File: config.mk
export PLATFORM = sky130hd
export DESIGN_NAME = pauli_z_stream
export DESIGN_NICKNAME = d
export VERILOG_FILES = /design/src/rtl/pauli_z_stream.sv
export SDC_FILE = /design/constraint.sdc
export NUM_CORES = 1
export LEC_CHECK = 0
export ABC_AREA = 0
export CAP_MARGIN = 5
export CELL_PAD_IN_SITES_DETAIL_PLACEMENT = 1
export CELL_PAD_IN_SITES_GLOBAL_PLACEMENT = 1
export CORE_ASPECT_RATIO = 0.6
export CORE_MARGIN = 2
export CORE_UTILIZATION = 43
export DETAILED_ROUTE_END_ITERATION = 8
export GPL_ROUTABILITY_DRIVEN = 0
export PLACE_DENSITY = 0.87
export SLEW_MARGIN = 20
export SYNTH_ARGS = -nofsm -noshare
export SYNTH_HDL_FRONTEND = slang
export SYNTH_SLANG_ARGS = --single-unit
File: constraint.sdc
create_clock -name clk -period 4 [get_ports clk]
set_input_delay 0.8 -clock clk [delete_from_list [all_inputs] [get_ports clk]]
set_output_delay 0.8 -clock clk [all_outputs]
set_load 0.01 [all_outputs]
File: src/rtl/pauli_z_stream.sv
`timescale 1ns/1ps
// pauli_z_stream: streaming Pauli-Z phase flip over a state-vector frame.
// Amplitudes arrive in basis order; a 2-entry skid buffer decouples ready.
`ifndef FIXED_WIDTH
`define FIXED_WIDTH 16
`endif

module pauli_z_stream #(
    parameter int FIXED_WIDTH = `FIXED_WIDTH,
    parameter int NUM_QUBITS  = 4,
    localparam int TQW = (NUM_QUBITS > 1) ? $clog2(NUM_QUBITS) : 1
) (
    input  logic                          clk,
    input  logic                          rst,
    input  logic [TQW-1:0]                target_q,
    input  logic                          s_valid,
    output logic                          s_ready,
    input  logic signed [FIXED_WIDTH-1:0] s_real,
    input  logic signed [FIXED_WIDTH-1:0] s_imag,
    input  logic                          s_last,
    output logic                          m_valid,
    input  logic                          m_ready,
    output logic signed [FIXED_WIDTH-1:0] m_real,
    output logic signed [FIXED_WIDTH-1:0] m_imag,
    output logic                          m_last,
    output logic                          frame_err
);

    localparam logic [NUM_QUBITS-1:0] IDX_MAX = '1;
    localparam logic [TQW:0] NQ = (TQW+1)'(NUM_QUBITS);
    localparam logic signed [FIXED_WIDTH-1:0] MINV = {1'b1, {(FIXED_WIDTH-1){1'b0}}};
    localparam logic signed [FIXED_WIDTH-1:0] MAXV = ~MINV;

    function automatic logic signed [FIXED_WIDTH-1:0] neg_sat(
        input logic signed [FIXED_WIDTH-1:0] x
    );
        if (x == MINV) return MAXV;
        return -x;
    endfunction

    logic [NUM_QUBITS-1:0] idx;
    logic [NUM_QUBITS-1:0] idx_sh;
    logic [TQW-1:0] tq_reg;
    logic [TQW-1:0] cur_tq;
    logic live;
    logic flip;
    logic in_xfer;
    logic out_xfer;

    logic signed [FIXED_WIDTH-1:0] beat_r, beat_i;
    logic beat_l;

    logic out_v, skid_v;
    logic signed [FIXED_WIDTH-1:0] out_r, out_i, skid_r, skid_i;
    logic out_l, skid_l;

    // ready depends only on registered state, never on m_ready
    assign s_ready  = live & ~skid_v;
    assign in_xfer  = s_valid & s_ready;
    assign out_xfer = out_v & m_ready;

    assign m_valid = out_v;
    assign m_real  = out_r;
    assign m_imag  = out_i;
    assign m_last  = out_l;

    // transform the incoming beat; beat 0 uses the live target index
    always_comb begin
        cur_tq = (idx == '0) ? target_q : tq_reg;
        idx_sh = idx >> cur_tq;
        flip   = ({1'b0, cur_tq} < NQ) && idx_sh[0];
        beat_r = flip ? neg_sat(s_real) : s_real;
        beat_i = flip ? neg_sat(s_imag) : s_imag;
        beat_l = (idx == IDX_MAX);
    end

    // frame index, target capture and sticky framing error
    always_ff @(posedge clk or posedge rst) begin
        if (rst) begin
            idx       <= '0;
            tq_reg    <= '0;
            frame_err <= 1'b0;
            live      <= 1'b0;
        end else begin
            live <= 1'b1;
            if (in_xfer) begin
                idx <= idx + 1'b1;
                if (idx == '0) tq_reg <= target_q;
                if (s_last != beat_l) frame_err <= 1'b1;
            end
        end
    end

    // output register plus skid register, skid always drains first
    always_ff @(posedge clk or posedge rst) begin
        if (rst) begin
            out_v  <= 1'b0;
            out_r  <= '0;
            out_i  <= '0;
            out_l  <= 1'b0;
            skid_v <= 1'b0;
            skid_r <= '0;
            skid_i <= '0;
            skid_l <= 1'b0;
        end else begin
            if (!out_v || out_xfer) begin
                if (skid_v) begin
                    out_v  <= 1'b1;
                    out_r  <= skid_r;
                    out_i  <= skid_i;
                    out_l  <= skid_l;
                    skid_v <= 1'b0;
                end else if (in_xfer) begin
                    out_v <= 1'b1;
                    out_r <= beat_r;
                    out_i <= beat_i;
                    out_l <= beat_l;
                end else begin
                    out_v <= 1'b0;
                end
            end else if (in_xfer) begin
                skid_v <= 1'b1;
                skid_r <= beat_r;
                skid_i <= beat_i;
                skid_l <= beat_l;
            end
        end
    end

endmodule
[Word level (Yosys, flattened, before mapping)]
Index checks and enable logic that the tools add are counted.
Word-level totals
  output and inout port bits: 36
  flip-flop bits (word level): 76
Cells by class
  reduce and logical (&&, ||, !) cells: 8
  multiplexer cells: 19
  shift operators: 1
  add/subtract/negate cells: 3
  equal/unequal tests: 4
  bitwise logic cells: 5
Operators by type and width (number)
  $mux 16: 10
  $eq 16x16->1 const B: 2
  $neg 16->16: 2
  $mux 1: 8
  $reduce_and 2->1: 3
  $add 4x1->4 const B: 1
  $eq 4x4->1 const B: 1
  $logic_not 4->1: 1
  $reduce_bool 2->1: 2
  $shr 4x2->1: 1
  $and 1x1->1: 3
  $mux 2: 1
  $not 1->1: 2
  $logic_not 1->1: 1
  $logic_or 1x1->1: 1
  $ne 1x1->1: 1

[Longest topological paths before layout]
  depth after elaboration: 6
  gate-level depth with buffers: 10
  depth with buffers taken out: 8

[Worst setup path before layout]
OpenSTA, ideal clock, no wires.
  path type: input to register
  from: in s_real[6]
  to: reg out_r[11] (netlist: m_real[11])
  setup slack: 1398 ps
  data required time: 3874 ps
  setup time: 126 ps
  stages: 6
  data arrival time: 2476 ps
  path through: or4_4 -> or4_4 -> nand2b_1 -> a21oi_1 -> a31oi_1 -> a221o_1
On the way
  word-level cells in the longest chain between the ends: 6
  elaborated cells on any way between the ends: 7
  classes of those cells: add/sub: 1; eq/ne: 1; mux: 5
Ends and longest elaborated chain
  from (decl): RTL line 18  | input logic signed [FIXED_WIDTH-1:0] s_real,
  parallel branches: the longest is 2 deep, another holds $neg 16->16
  $mux 16 (*): RTL line 38  | return -x;
  $mux 16 (*): RTL line 72  | beat_r = flip ? neg_sat(s_real) : s_real;
  $mux 16 (*): RTL line 113  | end else if (in_xfer) begin
  $mux 16 (*): RTL line 107  | if (skid_v) begin
  to (signal assigned): RTL line 109  | out_r <= skid_r;
  to (signal assigned): RTL line 115  | out_r <= beat_r;
  to (decl): RTL line 54  | logic signed [FIXED_WIDTH-1:0] out_r, out_i, skid_r, skid_i;
Every way passes the cells marked *. The select of a mux whose other input is x is not followed.
A chain may end at the register's enable or synchronous reset.

[Final worst setup path]
  from: in s_imag[0]
  to: reg skid_i[9]
On the way
  word-level cells in the longest chain between the ends: 4
  elaborated cells on any way between the ends: 5
  classes of those cells: add/sub: 1; eq/ne: 1; mux: 3
Ends and longest elaborated chain
  from (decl): RTL line 19  | input logic signed [FIXED_WIDTH-1:0] s_imag,
  parallel branches: the longest is 2 deep, another holds $neg 16->16
  $mux 16 (*): RTL line 38
  $mux 16 (*): RTL line 73  | beat_i = flip ? neg_sat(s_imag) : s_imag;
  to (signal assigned): RTL line 124  | skid_i <= beat_i;
  to (decl): RTL line 54
Every way passes the cells marked *.

==> flow_results.xml <==
<?xml version="1.0" encoding="UTF-8"?>
<metrics>
  <group name="outcome">
    <metric name="run_status" unit="">complete, no violations</metric>
  </group>
  <group name="clock_tree">
    <metric name="holdBufCountCts" unit="">0</metric>
    <metric name="clk-insertion-delay-late" unit="ns">0.34</metric>
    <metric name="cts_tree" unit="">done</metric>
    <metric name="cts.htree.levels" unit="">3</metric>
    <metric name="post_cts_resized" unit="">0</metric>
    <metric name="tritoncts_num_sinks" unit="">76</metric>
    <metric name="ctsRootBufferMaster" unit="">sky130_fd_sc_hd__clkbuf_16</metric>
    <metric name="cts-buffers-inserted" unit="">9</metric>
    <metric name="postCtsSetupBuffers" unit="">0</metric>
    <metric name="clk_pin_slew_worst_paths" unit="ns">0.06</metric>
    <metric name="maximum_clock_insertion_buffer_count" unit="">2</metric>
  </group>
  <group name="placement">
    <metric name="hpwl_after_detailed_placement" unit="um">8850</metric>
    <metric name="placed_cells_incl_taps" unit="">628</metric>
    <metric name="placed_area" unit="um^2">5040</metric>
    <metric name="portBuffers" unit="">74</metric>
  </group>
  <group name="setup_path">
    <metric name="worst_setup_path_start_kind" unit="">input port</metric>
    <metric name="crit_path_start" unit="">s_imag[0]</metric>
    <metric name="regToRegSetupSlack" unit="ns">1.05</metric>
    <metric name="timing.setup.critical_path_class" unit="">input port to flip-flop</metric>
    <metric name="timing.reg2reg.worst_path_depth" unit="">9</metric>
    <metric name="worstPathRequired" unit="ns">4.28</metric>
    <metric name="end_kind" unit="">flip-flop</metric>
    <metric name="crit-reg2reg-launch" unit="">idx[0]</metric>
    <metric name="timing.rr.end" unit="">m_real[0]</metric>
    <metric name="crit_path_max_fanout" unit="">12</metric>
    <metric name="critPathArrivalTime" unit="ns">3.50</metric>
  </group>
  <group name="sta">
    <metric name="rsz0062_at_grt" unit="">no</metric>
    <metric name="finalSetupViolations" unit="">0</metric>
    <metric name="share_of_the_cycle_needed_by_the_critical_path_after_routing" unit="%">80.4</metric>
    <metric name="fin_worst_skew" unit="ns">0.00709</metric>
    <metric name="slew_headroom" unit="%">27.4</metric>
    <metric name="max_freq" unit="MHz">311</metric>
    <metric name="period_needed" unit="ns">3.22</metric>
    <metric name="hold_viol" unit="">0</metric>
    <metric name="maxSlewViolCount" unit="">0</metric>
    <metric name="totalNegativeSetupSlack" unit="ns">0</metric>
    <metric name="worst_slew_pin_slew" unit="ns">1.09</metric>
  </group>
  <group name="finish">
    <metric name="syn2layout_area_growth" unit="%">27.5</metric>
    <metric name="final_design_area_no_fill" unit="um^2">5320</metric>
    <metric name="nets" unit="">552</metric>
    <metric name="drive_gt1_share" unit="%">9.53</metric>
    <metric name="fillCellCount" unit="">1069</metric>
    <metric name="insertedDiodeCount" unit="">0</metric>
    <metric name="post_layout_nonfiller_instances" unit="">644</metric>
  </group>
  <group name="synth">
    <metric name="synth-simple-area-share" unit="%">20.0</metric>
    <metric name="yosys_most_used_dff" unit="">sky130_fd_sc_hd__dfrtp_1</metric>
    <metric name="synth-xor-area-share" unit="%">0.840</metric>
    <metric name="synth-edff-count" unit="">0</metric>
    <metric name="postSynthNetCount" unit="">486</metric>
    <metric name="synth_top_cells_by_count" unit="">sky130_fd_sc_hd__dfrtp_1 (76), sky130_fd_sc_hd__a21oi_1 (53), sky130_fd_sc_hd__nand2_1 (39)</metric>
    <metric name="synth.top_cells.by_area" unit="">sky130_fd_sc_hd__dfrtp_1 (46%), sky130_fd_sc_hd__a21oi_1 (6.4%), sky130_fd_sc_hd__mux2_2 (4.3%)</metric>
    <metric name="syn_avg_cell_area" unit="um^2">9.42</metric>
    <metric name="syn-instance-count" unit="">443</metric>
    <metric name="seq_total_area_yosys" unit="%">45.6</metric>
    <metric name="synth_top_family_by_area" unit="">compound AO/OA/AOI/OAI gates</metric>
    <metric name="synth_most_common_cell" unit="">sky130_fd_sc_hd__dfrtp_1</metric>
    <metric name="synth_compound_area_share" unit="%">23.5</metric>
    <metric name="yosysTopAreaCellShare" unit="%">45.6</metric>
    <metric name="synth_top_area_cell" unit="">sky130_fd_sc_hd__dfrtp_1</metric>
    <metric name="synthesis.area" unit="um^2">4170</metric>
    <metric name="synth_mux_area_share" unit="%">5.31</metric>
    <metric name="synth.yosys.warnings" unit="">0</metric>
    <metric name="synth.ff_latch_count" unit="">76</metric>
    <metric name="async_set_reset_flop_share_out_of_synthesis" unit="%">100</metric>
    <metric name="synth_cell_type_count" unit="">50</metric>
    <metric name="synthAdderAreaFrac" unit="%">1.20</metric>
  </group>
  <group name="detailed_routing">
    <metric name="drt.antenna.violating_nets" unit="">0</metric>
    <metric name="detailedRoute.firstIterationViolations" unit="">266</metric>
    <metric name="wl_per_cell" unit="um">20.3</metric>
    <metric name="dr_total_vias" unit="">3972</metric>
    <metric name="detail_route.wirelength" unit="um">13100</metric>
    <metric name="1st_pass_router_iterations" unit="">4</metric>
    <metric name="drc" unit="">0</metric>
    <metric name="avgViaCountPerCell" unit="">6.17</metric>
  </group>
  <group name="hold_path">
    <metric name="timing.hold.worst.start" unit="">frame_err</metric>
    <metric name="hold-path-endpoint" unit="">frame_err</metric>
    <metric name="min_path_type" unit="">flip-flop to flip-flop</metric>
    <metric name="worstHoldPathCells" unit="">1</metric>
  </group>
  <group name="power_and_ir_drop">
    <metric name="peakVddDrop" unit="uV">482</metric>
    <metric name="powerDensity" unit="nW/um^2">721</metric>
    <metric name="leakagePower" unit="nW">2.19</metric>
  </group>
  <group name="grt">
    <metric name="grt_max_degree" unit="">69</metric>
    <metric name="track_usage" unit="%">26.1</metric>
    <metric name="number_of_antenna_violations_at_the_first_check_in_global_routing" unit="">0</metric>
    <metric name="global_route_wire_length_before_repair" unit="um">21500</metric>
    <metric name="grt_overflow_total" unit="">0</metric>
    <metric name="first_global_vias" unit="">4161</metric>
  </group>
  <group name="die">
    <metric name="placementRows" unit="">27</metric>
    <metric name="initial_utilization" unit="%">44.9</metric>
    <metric name="die_w" unit="um">131</metric>
    <metric name="core_area" unit="um^2">9290</metric>
    <metric name="chip_height" unit="um">80.3</metric>
    <metric name="floorplan.die_area" unit="um^2">10500</metric>
    <metric name="boundaryPins" unit="">75</metric>
  </group>
  <group name="flow_run">
    <metric name="drv.max_cap_violation_count" unit="">0</metric>
  </group>
</metrics>
-- stage by stage --
step                hold WS [ns]  setup slack [ns]  utilization, %  power (mW)
floorplan                  0.442              1.26               -        2.36
global placement           0.446             0.681            54.2        2.93
detailed placement         0.456             0.473            54.2        3.05
CTS                        0.474             0.838            57.3        3.84
global route               0.506             0.601            57.3        4.08
finish                     0.479             0.782            57.3        3.83
-- worst max-delay path, stage by stage --
cell and delay [ns]:
sky130_fd_sc_hd__clkdlybuf4s50_1 0.53, sky130_fd_sc_hd__inv_1 0.11, sky130_fd_sc_hd__ha_1 0.21, sky130_fd_sc_hd__nor3b_1 0.44
sky130_fd_sc_hd__nand4_1 0.53, sky130_fd_sc_hd__nand2b_1 0.24, sky130_fd_sc_hd__a21oi_1 0.10, sky130_fd_sc_hd__a31oi_1 0.32
sky130_fd_sc_hd__mux2_2 0.22
-- where the power goes --
group | internal [mW] | switching (mW)
logic | 0.828 | 0.878
registers | 1.11 | 0.236
clock network | 0.452 | 0.325
-- worst max-delay path by stage --
| stage | end | slack, ns |
|---|---|---|
| final | skid_i[9] | 0.78 |
| after global routing | skid_i[9] | 0.60 |
| after CTS | m_imag[0] | 0.84 |
| after detailed placement | m_imag[0] | 0.47 |
| after global placement | m_imag[0] | 0.68 |
| after floorplan | frame_err | 1.26 |
-- cells by family after synthesis --
logic type	Yosys count
compound gates	148
other cells	1
simple gates	154
xor+xnor	4
flops	76
buf+inv	36
fa+ha+maj	4
mux	20
-- metal layers --
layer	track usage, %	share of wire (%)
met5	0	0
met3	6.69	4.8
met1	33.3	46
met4	6.20	1.0
met2	45.2	48
-- cells in the final DEF (no fill, tap or decap), types with 2 or more instances in the layout --
cell type / n
sky130_fd_sc_hd__dfrtp_1: 76
sky130_fd_sc_hd__clkdlybuf4s50_1: 74
sky130_fd_sc_hd__a21oi_1: 53
sky130_fd_sc_hd__nand2_1: 39
sky130_fd_sc_hd__nor2_1: 24
sky130_fd_sc_hd__o21ai_0: 23
sky130_fd_sc_hd__and3_1: 17
sky130_fd_sc_hd__nand2b_1: 16
sky130_fd_sc_hd__mux2_2: 16
sky130_fd_sc_hd__a221o_1: 14
sky130_fd_sc_hd__a31oi_1: 13
sky130_fd_sc_hd__a21o_1: 11
sky130_fd_sc_hd__nand3_1: 10
sky130_fd_sc_hd__clkbuf_16: 9
sky130_fd_sc_hd__inv_1: 8
sky130_fd_sc_hd__buf_4: 8
sky130_fd_sc_hd__nor2b_1: 7
sky130_fd_sc_hd__a311o_1: 7
sky130_fd_sc_hd__or3_1: 7
sky130_fd_sc_hd__a311oi_1: 7
sky130_fd_sc_hd__nor3b_1: 5
sky130_fd_sc_hd__o21a_1: 5
sky130_fd_sc_hd__nor4_1: 5
sky130_fd_sc_hd__xnor2_1: 4
sky130_fd_sc_hd__ha_1: 4
sky130_fd_sc_hd__mux2i_1: 3
sky130_fd_sc_hd__nor3_1: 3
sky130_fd_sc_hd__nand4_1: 3
sky130_fd_sc_hd__and2_1: 3
sky130_fd_sc_hd__nand4b_1: 3
sky130_fd_sc_hd__a211oi_1: 3
sky130_fd_sc_hd__clkinv_2: 3
sky130_fd_sc_hd__or3b_2: 2
sky130_fd_sc_hd__or4_4: 2
sky130_fd_sc_hd__or4_1: 2
sky130_fd_sc_hd__or2_2: 2
sky130_fd_sc_hd__o311ai_0: 2
sky130_fd_sc_hd__clkbuf_8: 2
-- cell type report --
type,instances,area (um^2),area share [%]
clock inverters,4,23.8,0.447
multi-input cells,331,2140,40.2
repair buffers,82,801,15.1
well taps,130,163,3.06
clock buffers,12,256,4.82
flip-flops and latches,76,1900,35.8
inverters,9,33.8,0.635
Note: power is estimated with default switching activity, not from simulation.
